**src/rtl/lcd_pkg.sv**
```systemverilog
// Shared constants and types for the LCD read-back scanout path.
// Geometry: 96x64 visible inside a 128x80 raster; syncs at dot 104 (8 dots) and line 68 (2 lines).
package lcd_pkg;

    localparam int unsigned LCD_WIDTH  = 96;
    localparam int unsigned LCD_HEIGHT = 64;
    localparam int unsigned LCD_PAGES  = 8;

    localparam logic [6:0] H_ACTIVE    = 7'(LCD_WIDTH);
    localparam logic [6:0] V_ACTIVE    = 7'(LCD_HEIGHT);
    localparam logic [6:0] H_LAST      = 7'd127;
    localparam logic [6:0] V_LAST      = 7'd79;
    localparam logic [6:0] HSYNC_START = 7'd104;
    localparam logic [6:0] HSYNC_END   = 7'd112;
    localparam logic [6:0] VSYNC_START = 7'd68;
    localparam logic [6:0] VSYNC_END   = 7'd70;

    localparam logic [7:0] GRAY_OFF       = 8'hFF;
    localparam logic [7:0] GRAY_ON        = 8'h00;
    localparam logic [7:0] GRAY_BLANK     = 8'hFF;
    localparam logic [7:0] GRAY_SHADE_OFF = 8'hE0;

    typedef enum logic [1:0] {F_IDLE, F_WAIT, F_CAPT} fetch_state_t;

    // On-dot level darkens by 3 steps per contrast unit, starting from the off level.
    function automatic logic [7:0] shade_on(input logic [5:0] contrast);
        return 8'(10'h0E0 - 10'(contrast) * 10'd3);
    endfunction

endpackage

```
**src/rtl/lcd_scanout_if.sv**
```systemverilog
// Scanout bus: dot enable and controller read port in, raster video stream out.
// The slave modport is the scanout block; the master side drives it.
interface lcd_scanout_if;

    logic       pix_ce;
    logic [5:0] lcd_contrast;
    logic [7:0] read_column;
    logic [7:0] read_x;
    logic [3:0] read_y;
    logic [7:0] pixel_out;
    logic       hsync;
    logic       vsync;
    logic       hblank;
    logic       vblank;
    logic       frame_start;
    logic       underrun;

    modport master (
        output pix_ce, lcd_contrast, read_column,
        input  read_x, read_y, pixel_out, hsync, vsync, hblank, vblank, frame_start, underrun
    );

    modport slave (
        input  pix_ce, lcd_contrast, read_column,
        output read_x, read_y, pixel_out, hsync, vsync, hblank, vblank, frame_start, underrun
    );

endinterface

```
**src/rtl/lcd_timing_gen.sv**
```systemverilog
// Dot/line counters for the 128x80 raster, next-dot coordinates and sync/blank decode
// of the dot currently being output.
module lcd_timing_gen
    import lcd_pkg::*;
(
    input  logic       clk,
    input  logic       reset,
    input  logic       i_pix_ce,
    output logic [2:0] o_line,
    output logic [6:0] o_next_x,
    output logic [2:0] o_next_page,
    output logic       o_next_blank,
    output logic       o_hblank,
    output logic       o_vblank,
    output logic       o_hsync,
    output logic       o_vsync,
    output logic       o_frame_dot
);

    logic [6:0] r_h;
    logic [6:0] r_v;
    logic [6:0] w_next_h;
    logic [6:0] w_next_v;

    always_ff @(posedge clk) begin
        if (reset) begin
            r_h <= '0;
            r_v <= '0;
        end else if (i_pix_ce) begin
            r_h <= w_next_h;
            r_v <= w_next_v;
        end
    end

    always_comb begin
        w_next_h = r_h + 7'd1;
        w_next_v = r_v;
        if (r_h == H_LAST) begin
            w_next_h = '0;
            w_next_v = (r_v == V_LAST) ? 7'd0 : r_v + 7'd1;
        end
    end

    assign o_line       = r_v[2:0];
    assign o_next_x     = w_next_h;
    assign o_next_page  = w_next_v[5:3];
    assign o_next_blank = (w_next_h >= H_ACTIVE) || (w_next_v >= V_ACTIVE);
    assign o_hblank     = (r_h >= H_ACTIVE);
    assign o_vblank     = (r_v >= V_ACTIVE);
    assign o_hsync      = (r_h >= HSYNC_START) && (r_h < HSYNC_END);
    assign o_vsync      = (r_v >= VSYNC_START) && (r_v < VSYNC_END);
    assign o_frame_dot  = (r_h == 7'd0) && (r_v == 7'd0);

endmodule

```
**src/rtl/lcd_scanout.sv**
```systemverilog
// Walks the 96x64 LCD RAM via the controller read port and emits an 8-bit gray raster.
// Build option LCD_CONTRAST_EN: on-dots shaded from lcd_contrast, sampled at frame start.
module lcd_scanout
    import lcd_pkg::*;
(
    input  logic         clk,
    input  logic         reset,
    lcd_scanout_if.slave bus
);

    logic [2:0] w_line;
    logic [6:0] w_next_x;
    logic [2:0] w_next_page;
    logic       w_next_blank;
    logic       w_hblank;
    logic       w_vblank;
    logic       w_hsync;
    logic       w_vsync;
    logic       w_frame_dot;
    logic [7:0] w_gray_on;
    logic [7:0] w_gray_off;

    fetch_state_t r_state;
    logic [7:0]   r_fetch_byte;
    logic [7:0]   r_read_x;
    logic [3:0]   r_read_y;
    logic [7:0]   r_pixel;
    logic         r_hsync;
    logic         r_vsync;
    logic         r_hblank;
    logic         r_vblank;
    logic         r_frame_start;
    logic         r_underrun;

    lcd_timing_gen u_timing (
        .clk          (clk),
        .reset        (reset),
        .i_pix_ce     (bus.pix_ce),
        .o_line       (w_line),
        .o_next_x     (w_next_x),
        .o_next_page  (w_next_page),
        .o_next_blank (w_next_blank),
        .o_hblank     (w_hblank),
        .o_vblank     (w_vblank),
        .o_hsync      (w_hsync),
        .o_vsync      (w_vsync),
        .o_frame_dot  (w_frame_dot)
    );

`ifdef LCD_CONTRAST_EN
    logic [5:0] r_contrast;
    logic [5:0] w_contrast;

    // The frame's first dot already uses the contrast being sampled with it.
    assign w_contrast = w_frame_dot ? bus.lcd_contrast : r_contrast;
    assign w_gray_on  = shade_on(w_contrast);
    assign w_gray_off = GRAY_SHADE_OFF;
`else
    logic w_unused_contrast;

    assign w_unused_contrast = ^bus.lcd_contrast;
    assign w_gray_on         = GRAY_ON;
    assign w_gray_off        = GRAY_OFF;
`endif

    always_ff @(posedge clk) begin
        if (reset) begin
            r_state       <= F_IDLE;
            r_fetch_byte  <= 8'h00;
            r_read_x      <= 8'd0;
            r_read_y      <= 4'd0;
            r_pixel       <= GRAY_BLANK;
            r_hsync       <= 1'b0;
            r_vsync       <= 1'b0;
            r_hblank      <= 1'b1;
            r_vblank      <= 1'b1;
            r_frame_start <= 1'b0;
            r_underrun    <= 1'b0;
`ifdef LCD_CONTRAST_EN
            r_contrast    <= 6'd0;
`endif
        end else begin
            r_frame_start <= 1'b0;
            if (bus.pix_ce) begin
                // A dot arriving mid-fetch shows the stale byte and restarts the fetch.
                if (r_state != F_IDLE) r_underrun <= 1'b1;
                r_state       <= F_WAIT;
                r_hblank      <= w_hblank;
                r_vblank      <= w_vblank;
                r_hsync       <= w_hsync;
                r_vsync       <= w_vsync;
                r_frame_start <= w_frame_dot;
                if (w_hblank || w_vblank) r_pixel <= GRAY_BLANK;
                else r_pixel <= r_fetch_byte[w_line] ? w_gray_on : w_gray_off;
                r_read_x <= w_next_blank ? 8'd0 : {1'b0, w_next_x};
                r_read_y <= w_next_blank ? 4'd0 : {1'b0, w_next_page};
`ifdef LCD_CONTRAST_EN
                if (w_frame_dot) r_contrast <= bus.lcd_contrast;
`endif
            end else begin
                unique case (r_state)
                    F_WAIT: r_state <= F_CAPT;
                    F_CAPT: begin
                        r_fetch_byte <= bus.read_column;
                        r_state      <= F_IDLE;
                    end
                    default: r_state <= F_IDLE;
                endcase
            end
        end
    end

    assign bus.read_x      = r_read_x;
    assign bus.read_y      = r_read_y;
    assign bus.pixel_out   = r_pixel;
    assign bus.hsync       = r_hsync;
    assign bus.vsync       = r_vsync;
    assign bus.hblank      = r_hblank;
    assign bus.vblank      = r_vblank;
    assign bus.frame_start = r_frame_start;
    assign bus.underrun    = r_underrun;

endmodule

```
**src/flat_wrapper.sv**
```systemverilog
// flat-port wrapper written by rule: the top's interface ports become plain ports
module lcd_scanout_flat import lcd_pkg::*;
  (clk, reset, bus_pix_ce, bus_lcd_contrast, bus_read_column, bus_read_x, bus_read_y, bus_pixel_out, bus_hsync, bus_vsync, bus_hblank, bus_vblank, bus_frame_start, bus_underrun);
  lcd_scanout_if bus_i ();
  input  logic clk;
  input  logic reset;
  input wire logic [$bits(bus_i.pix_ce)-1:0] bus_pix_ce;
  input wire logic [$bits(bus_i.lcd_contrast)-1:0] bus_lcd_contrast;
  input wire logic [$bits(bus_i.read_column)-1:0] bus_read_column;
  output wire logic [$bits(bus_i.read_x)-1:0] bus_read_x;
  output wire logic [$bits(bus_i.read_y)-1:0] bus_read_y;
  output wire logic [$bits(bus_i.pixel_out)-1:0] bus_pixel_out;
  output wire logic [$bits(bus_i.hsync)-1:0] bus_hsync;
  output wire logic [$bits(bus_i.vsync)-1:0] bus_vsync;
  output wire logic [$bits(bus_i.hblank)-1:0] bus_hblank;
  output wire logic [$bits(bus_i.vblank)-1:0] bus_vblank;
  output wire logic [$bits(bus_i.frame_start)-1:0] bus_frame_start;
  output wire logic [$bits(bus_i.underrun)-1:0] bus_underrun;
  assign bus_i.pix_ce = bus_pix_ce;
  assign bus_i.lcd_contrast = bus_lcd_contrast;
  assign bus_i.read_column = bus_read_column;
  assign bus_read_x = bus_i.read_x;
  assign bus_read_y = bus_i.read_y;
  assign bus_pixel_out = bus_i.pixel_out;
  assign bus_hsync = bus_i.hsync;
  assign bus_vsync = bus_i.vsync;
  assign bus_hblank = bus_i.hblank;
  assign bus_vblank = bus_i.vblank;
  assign bus_frame_start = bus_i.frame_start;
  assign bus_underrun = bus_i.underrun;
  lcd_scanout u_core (.clk(clk), .reset(reset), .bus(bus_i));
endmodule
```
**config.mk**
```make
export PLATFORM = sky130hd
export DESIGN_NAME = lcd_scanout_flat
export DESIGN_NICKNAME = d
export VERILOG_FILES = /design/src/rtl/lcd_pkg.sv /design/src/rtl/lcd_scanout_if.sv /design/src/rtl/lcd_timing_gen.sv /design/src/rtl/lcd_scanout.sv /design/src/flat_wrapper.sv
export SDC_FILE = /design/constraint.sdc
export NUM_CORES = 1
export LEC_CHECK = 0
export CAP_MARGIN = 15
export CELL_PAD_IN_SITES_DETAIL_PLACEMENT = 2
export CELL_PAD_IN_SITES_GLOBAL_PLACEMENT = 2
export CORE_ASPECT_RATIO = 1.5
export CORE_MARGIN = 3
export CORE_UTILIZATION = 27
export DETAILED_ROUTE_END_ITERATION = 10
export GPL_TIMING_DRIVEN = 1
export PLACE_DENSITY = 0.71
export SLEW_MARGIN = 10
export SYNTH_ARGS = -nofsm -noshare
export SYNTH_HDL_FRONTEND = slang
export SYNTH_SLANG_ARGS = --single-unit
```
**constraint.sdc**
```tcl
create_clock -name clk -period 2.2 [get_ports clk]
set_clock_uncertainty 0.2 [all_clocks]
set_input_delay 0.22 -clock clk [delete_from_list [all_inputs] [get_ports clk]]
set_output_delay 0.22 -clock clk [all_outputs]
set_load 0.1 [all_outputs]
```
# Word level (Yosys, flattened, before mapping)
# Index checks and enable logic that the tools add are counted.
dict set report totals {
  reg_bits 50
  input_bits 17
}
dict set report op_classes {
  add_sub_neg 2
  order_cmp 9
  n_eq_ne 4
  mux 11
  n_bitwise 1
  n_reduce_logical 12
}
# op count
set op_table {}
lappend op_table {{$ge 7x7->1 const B} 6}
lappend op_table {{$mux 7} 4}
lappend op_table {{$mux 8} 2}
lappend op_table {{$add 7x1->7 const B} 2}
lappend op_table {{$eq 7x7->1 const B} 2}
lappend op_table {{$logic_not 7->1} 2}
lappend op_table {{$lt 7x7->1 const B} 2}
lappend op_table {{$lt 3x4->1 const B} 1}
lappend op_table {{$reduce_and 2->1} 2}
lappend op_table {{$reduce_or 2->1} 2}
lappend op_table {{$bmux 1 s3} 1}
lappend op_table {{$logic_and 1x1->1} 3}
lappend op_table {{$mux 3} 1}
lappend op_table {{$eq 2x1->1 const B} 1}
lappend op_table {{$eq 2x2->1 const B} 1}
lappend op_table {{$logic_or 1x1->1} 2}
lappend op_table {{$mux 1} 2}
lappend op_table {{$mux 2} 1}
lappend op_table {{$reduce_bool 2->1} 1}
lappend op_table {{$not 1->1} 1}

# Logic depth before layout (Yosys ltp)
dict set report depth {
  ltp_word 6
  mapped_depth 8
}

# Hierarchy
# Synthesis repeated with hierarchy kept, for this count alone.
dict set report unflattened {
  hier_cells 252
  area_unflattened_um2 2175.8
}
# mod instances cells_each area_each_um2
set by_module_without_submodules {}
lappend by_module_without_submodules {lcd_scanout 1 115 1101.1}
lappend by_module_without_submodules {lcd_timing_gen 1 137 1074.8}

# Worst setup path after synthesis
# OpenSTA, ideal clock, no wires.
dict set report synth_timing {
  path_kind {reg-to-reg}
  startpoint {register u_core.u_timing.r_h[0]}
  endpoint {register u_core.r_read_x[0], in the netlist u_core.bus.read_x[0]}
  arrival_time_ns 1.844
  t_required_ns 1.935
  slack_ns 0.091
  path_stages_with_launch 9
  path_buffers 2
  path_cell_list {dfxtp_1 > ha_1 > clkbuf_2 > nand3_1 > o41a_1 > a221oi_2 > and2_1 > buf_6 > a32o_1}
}
dict set report synth_between {
  elab_chain_len 5
}
# item line
set synth_lines {}
lappend synth_lines {{start, declared} lcd_timing_gen.sv:20} ;# logic [6:0] r_h;
lappend synth_lines {{start signal, assigned} lcd_timing_gen.sv:30} ;# r_h <= w_next_h;
lappend synth_lines {{$add 7x1->7 / $eq 7x7->1 (equally long branches)} {lcd_timing_gen.sv:36, lcd_timing_gen.sv:38}}
lappend synth_lines {{$mux 7} lcd_timing_gen.sv:38} ;# if (r_h == H_LAST) begin
lappend synth_lines {{$ge 7x7->1} lcd_timing_gen.sv:47} ;# assign o_next_blank = (w_next_h >= H_ACTIVE) || (w_next_v >= V_ACTIVE);
lappend synth_lines {{$logic_or 1x1->1} lcd_timing_gen.sv:47}
lappend synth_lines {{$mux 7 (*)} lcd_scanout.sv:95} ;# r_read_x <= w_next_blank ? 8'd0 : {1'b0, w_next_x};
lappend synth_lines {{end signal, assigned} lcd_scanout.sv:95}
lappend synth_lines {{end, declared} lcd_scanout.sv:25} ;# logic [7:0] r_read_x;
# Every way passes the cells marked *; elsewhere a longest branch is shown, timed or not.
# A chain may end at the register's enable or synchronous reset.

# Worst setup path after layout
dict set report layout_timing {
  startpoint {register u_core.u_timing.r_h[1]}
  endpoint {register u_core.r_read_y[2], in the netlist u_core.bus.read_y[2]}
}
dict set report layout_between {
  elab_chain_len 5
}
# item line
set layout_lines {}
lappend layout_lines {{$add 7x1->7 / $eq 7x7->1 (equally long branches)} {lcd_timing_gen.sv:36, lcd_timing_gen.sv:38}}
lappend layout_lines {{$mux 7} lcd_timing_gen.sv:38}
lappend layout_lines {{$ge 7x7->1} lcd_timing_gen.sv:47}
lappend layout_lines {{$logic_or 1x1->1} lcd_timing_gen.sv:47}
lappend layout_lines {{$mux 3 (*)} lcd_scanout.sv:96} ;# r_read_y <= w_next_blank ? 4'd0 : {1'b0, w_next_page};
lappend layout_lines {{end signal, assigned} lcd_scanout.sv:96}
lappend layout_lines {{end, declared} lcd_scanout.sv:26} ;# logic [3:0] r_read_y;
# Marked as above.

==> results.cfg <==
[outcome]
outcome = finished, final reports clean

[hold_path]
hold_depth = 1
hold_class = reg2reg
hp-start = u_core.r_state[1]$_SDFF_PP0_
worstHoldEndpoint = u_core.r_state[1]$_SDFF_PP0_

[detailed_routing]
drtPass1Iterations = 4
drt_iter0_drc = 68
wl_um = 5812
vias = 1716
ant_nets = 0
wire_per_inst_um = 17.14
post-route-drc-count = 0
routed_via_density = 5.062

[yosys]
syn_area_per_cell_um2 = 8.980
synth.cell_area_um2 = 1931
synth.area.top_cells = dfxtp_1 (43%), mux2i_1 (4.7%), nor2_1 (4.7%), xor2_1 (4.1%), nand2_1 (3.9%)
synth-seq-area-share_pct = 42.51
yosysWarnings = 0
async_flop_share_pct = 0
synth_top_area_share_pct = 42.51
synth_top_flop_cell = dfxtp_1
ys_ff_latch = 41
synth_top_area_cell = dfxtp_1
netlist_instances = 215
synth_cell_types = 48
synth_edf_count = 0

[critical_path]
r2r_setup_slack_ps = 90
slowest_delay_ps = 400
cp.required_ps = 2240
worst-path-buf-inv = 1
cp_top_family = compound AO/OA/AOI/OAI gates
r2r_cells = 7
path_cells = ha_4 -> nand3_1 -> o41a_1 -> a221oi_2 -> and2_4 -> buf_12 -> a32o_1
r2r_end = u_core.bus.read_y[2]$_SDFFE_PP0P_
worstPathMaxFanout = 8
crit_slowest_cell = o41a_1
critPathLaunchType = register
end_kind = register
r2r-start = u_core.u_timing.r_h[1]$_SDFFE_PP0P_
cp.arrival_ps = 2150
crit_type = reg2reg

[layout]
num_antenna_cells = 0
drive_gt1_share_pct = 25.29
final_common_cell = buf_4
final_nets = 282
fin_cells = 339
layout_common_cells = buf_4 (48), dfxtp_1 (41), nor2_1 (24), nand2_1 (19), a21oi_1 (11)
syn2layout_area_growth_pct = 29.94
finalInstanceArea_um2 = 2509

[cts]
clk_path_buf_depth = 2
cts_tree = built
cts_hold_buffers = 0
cts.clk_slew.worst_paths_ps = 80
cts-htree-levels = 2
clkSinkCount = 41
clkLatencyLatePin_ps = 300
cts_setup_buffers = 0
ctsRootBufferMaster = clkbuf_8
ctsResizeCount = 0
cts_buffers = 5

[sta]
slew_headroom_pct = 53.50
fmax_mhz = 474.4
worst_slack_ps = 91.92
finalMaxSlewViolations = 0
fin_crit_sh_pct = 95.82
hold_violations = 0
post-route-min-period_ps = 2108
tightest_slew_ps = 695.0
setup_viol = 0

[die]
die_area_um2 = 8222
die_w_um = 75.04
rows = 37
coreArea_um2 = 6898
initial_core_util_pct = 27.99
io_pins = 43
die_height_um = 109.6

[placed_design]
numPortBuffers = 34
gp_congestion = 0.7837
dp_hpwl_um = 4474
place_inst = 332
placed_cell_area_um2 = 2401
place_worst_setup_slack_ps = 139.4

[grt]
grt_max_degree = 23
track_usage_pct = 15.47
grt_pass1_wl_um = 9556
first_global_vias = 1846
antenna_found_initial = 0
grt_overflow = 0

[flow_run]
drv_cap = 0

[pwr]
ir_worst_vdd_mv = 0.2821
p_leak_nw = 1.027
power_mw = 1.487
powerDensity_nw_per_um2 = 592.7
[worst max path at each step]
stage / startpoint / endpoint / slack [ps] / cells after the start
floorplan: u_core.u_timing.r_h[0]$_SDFFE_PP0P_ / u_core.bus.read_x[0]$_SDFFE_PP0P_ / 90 / 8
global placement: u_core.u_timing.r_h[0]$_SDFFE_PP0P_ / u_core.bus.read_x[4]$_SDFFE_PP0P_ / 170 / 7
detailed placement: u_core.u_timing.r_h[0]$_SDFFE_PP0P_ / u_core.bus.read_y[2]$_SDFFE_PP0P_ / 140 / 7
CTS: u_core.u_timing.r_h[0]$_SDFFE_PP0P_ / u_core.bus.read_y[2]$_SDFFE_PP0P_ / 40 / 7
global route: u_core.u_timing.r_v[0]$_SDFFE_PP0P_ / u_core.bus.read_x[0]$_SDFFE_PP0P_ / -30 / 7
finish: u_core.u_timing.r_h[1]$_SDFFE_PP0P_ / u_core.bus.read_y[2]$_SDFFE_PP0P_ / 90 / 7
[state kept, by name, summed over array words and instances, names as in the netlist, 2 cells and up]
| signal | cells |
|---|---|
| u_core.bus.read_x | 7 |
| u_core.bus.read_y | 3 |
| u_core.r_fetch_byte | 8 |
| u_core.r_state | 2 |
| u_core.u_timing.r_h | 7 |
| u_core.u_timing.r_v | 7 |
[metrics by stage]
step | hold slack (ps) | TNS (ps) | util [%]
after CTS | 247.8 | 0 | 36.06
after global routing | 265.4 | -113.8 | 36.37
after detailed placement | 236.8 | 0 | 34.81
after floorplan | 137.0 | 0 | -
final | 249.8 | 0 | 36.37
after global placement | 224.7 | 0 | 34.81
[cells by family (layout without fill, tap and decap cells)]
family	count (synthesis)	after routing	share of synthesized area, %
buffers and inverters	30	75	8.360
AO/OA/AOI/OAI	36	36	13.48
adder cells (fa/ha/maj)	4	4	2.592
AND/OR/NAND/NOR	81	81	20.87
multiplexers	11	11	6.999
flip-flops	41	41	42.51
XOR/XNOR	11	11	4.991
other	1	2	0.1942
[cell type report]
type / instances / area [µm²]
multi-input combinational: 145 / 973.4
sequential: 41 / 820.8
clock buffer: 7 / 86.33
fill: 781 / 4389
tap: 78 / 97.59
inverter: 8 / 30.03
timing repair buffer: 60 / 500.5
[report_power, final]
part | internal (mW) | switching [mW]
combinational | 0.0676 | 0.143
sequential | 0.757 | 0.0107
clock | 0.249 | 0.259
[synth_stat cells, drive strengths merged, types with 2 or more instances]
cell type	n
dfxtp	41
nor2	25
nand2	20
buf	19
a21oi	12
mux2i	9
xor2	9
inv	7
nand3	7
a32o	6
o21ai	6
nand4	5
ha	4
nor3	4
and3	3
clkbuf	3
nor2b	3
a21o	2
a221oi	2
a22o	2
and2	2
mux4	2
nor3b	2
nor4	2
or3	2
xnor2	2
[per-layer routing]
metal,global-route usage [%],routed length [µm],part of all wire [%],vias up
li1,-,-,-,828
met1,16.54,2319,40,853
met2,28.49,3192,55,26
met3,3.111,156,2.7,9
met4,6.489,144,2.5,0
met5,0,0,0,-
Note: power is estimated with default switching activity, not from simulation.
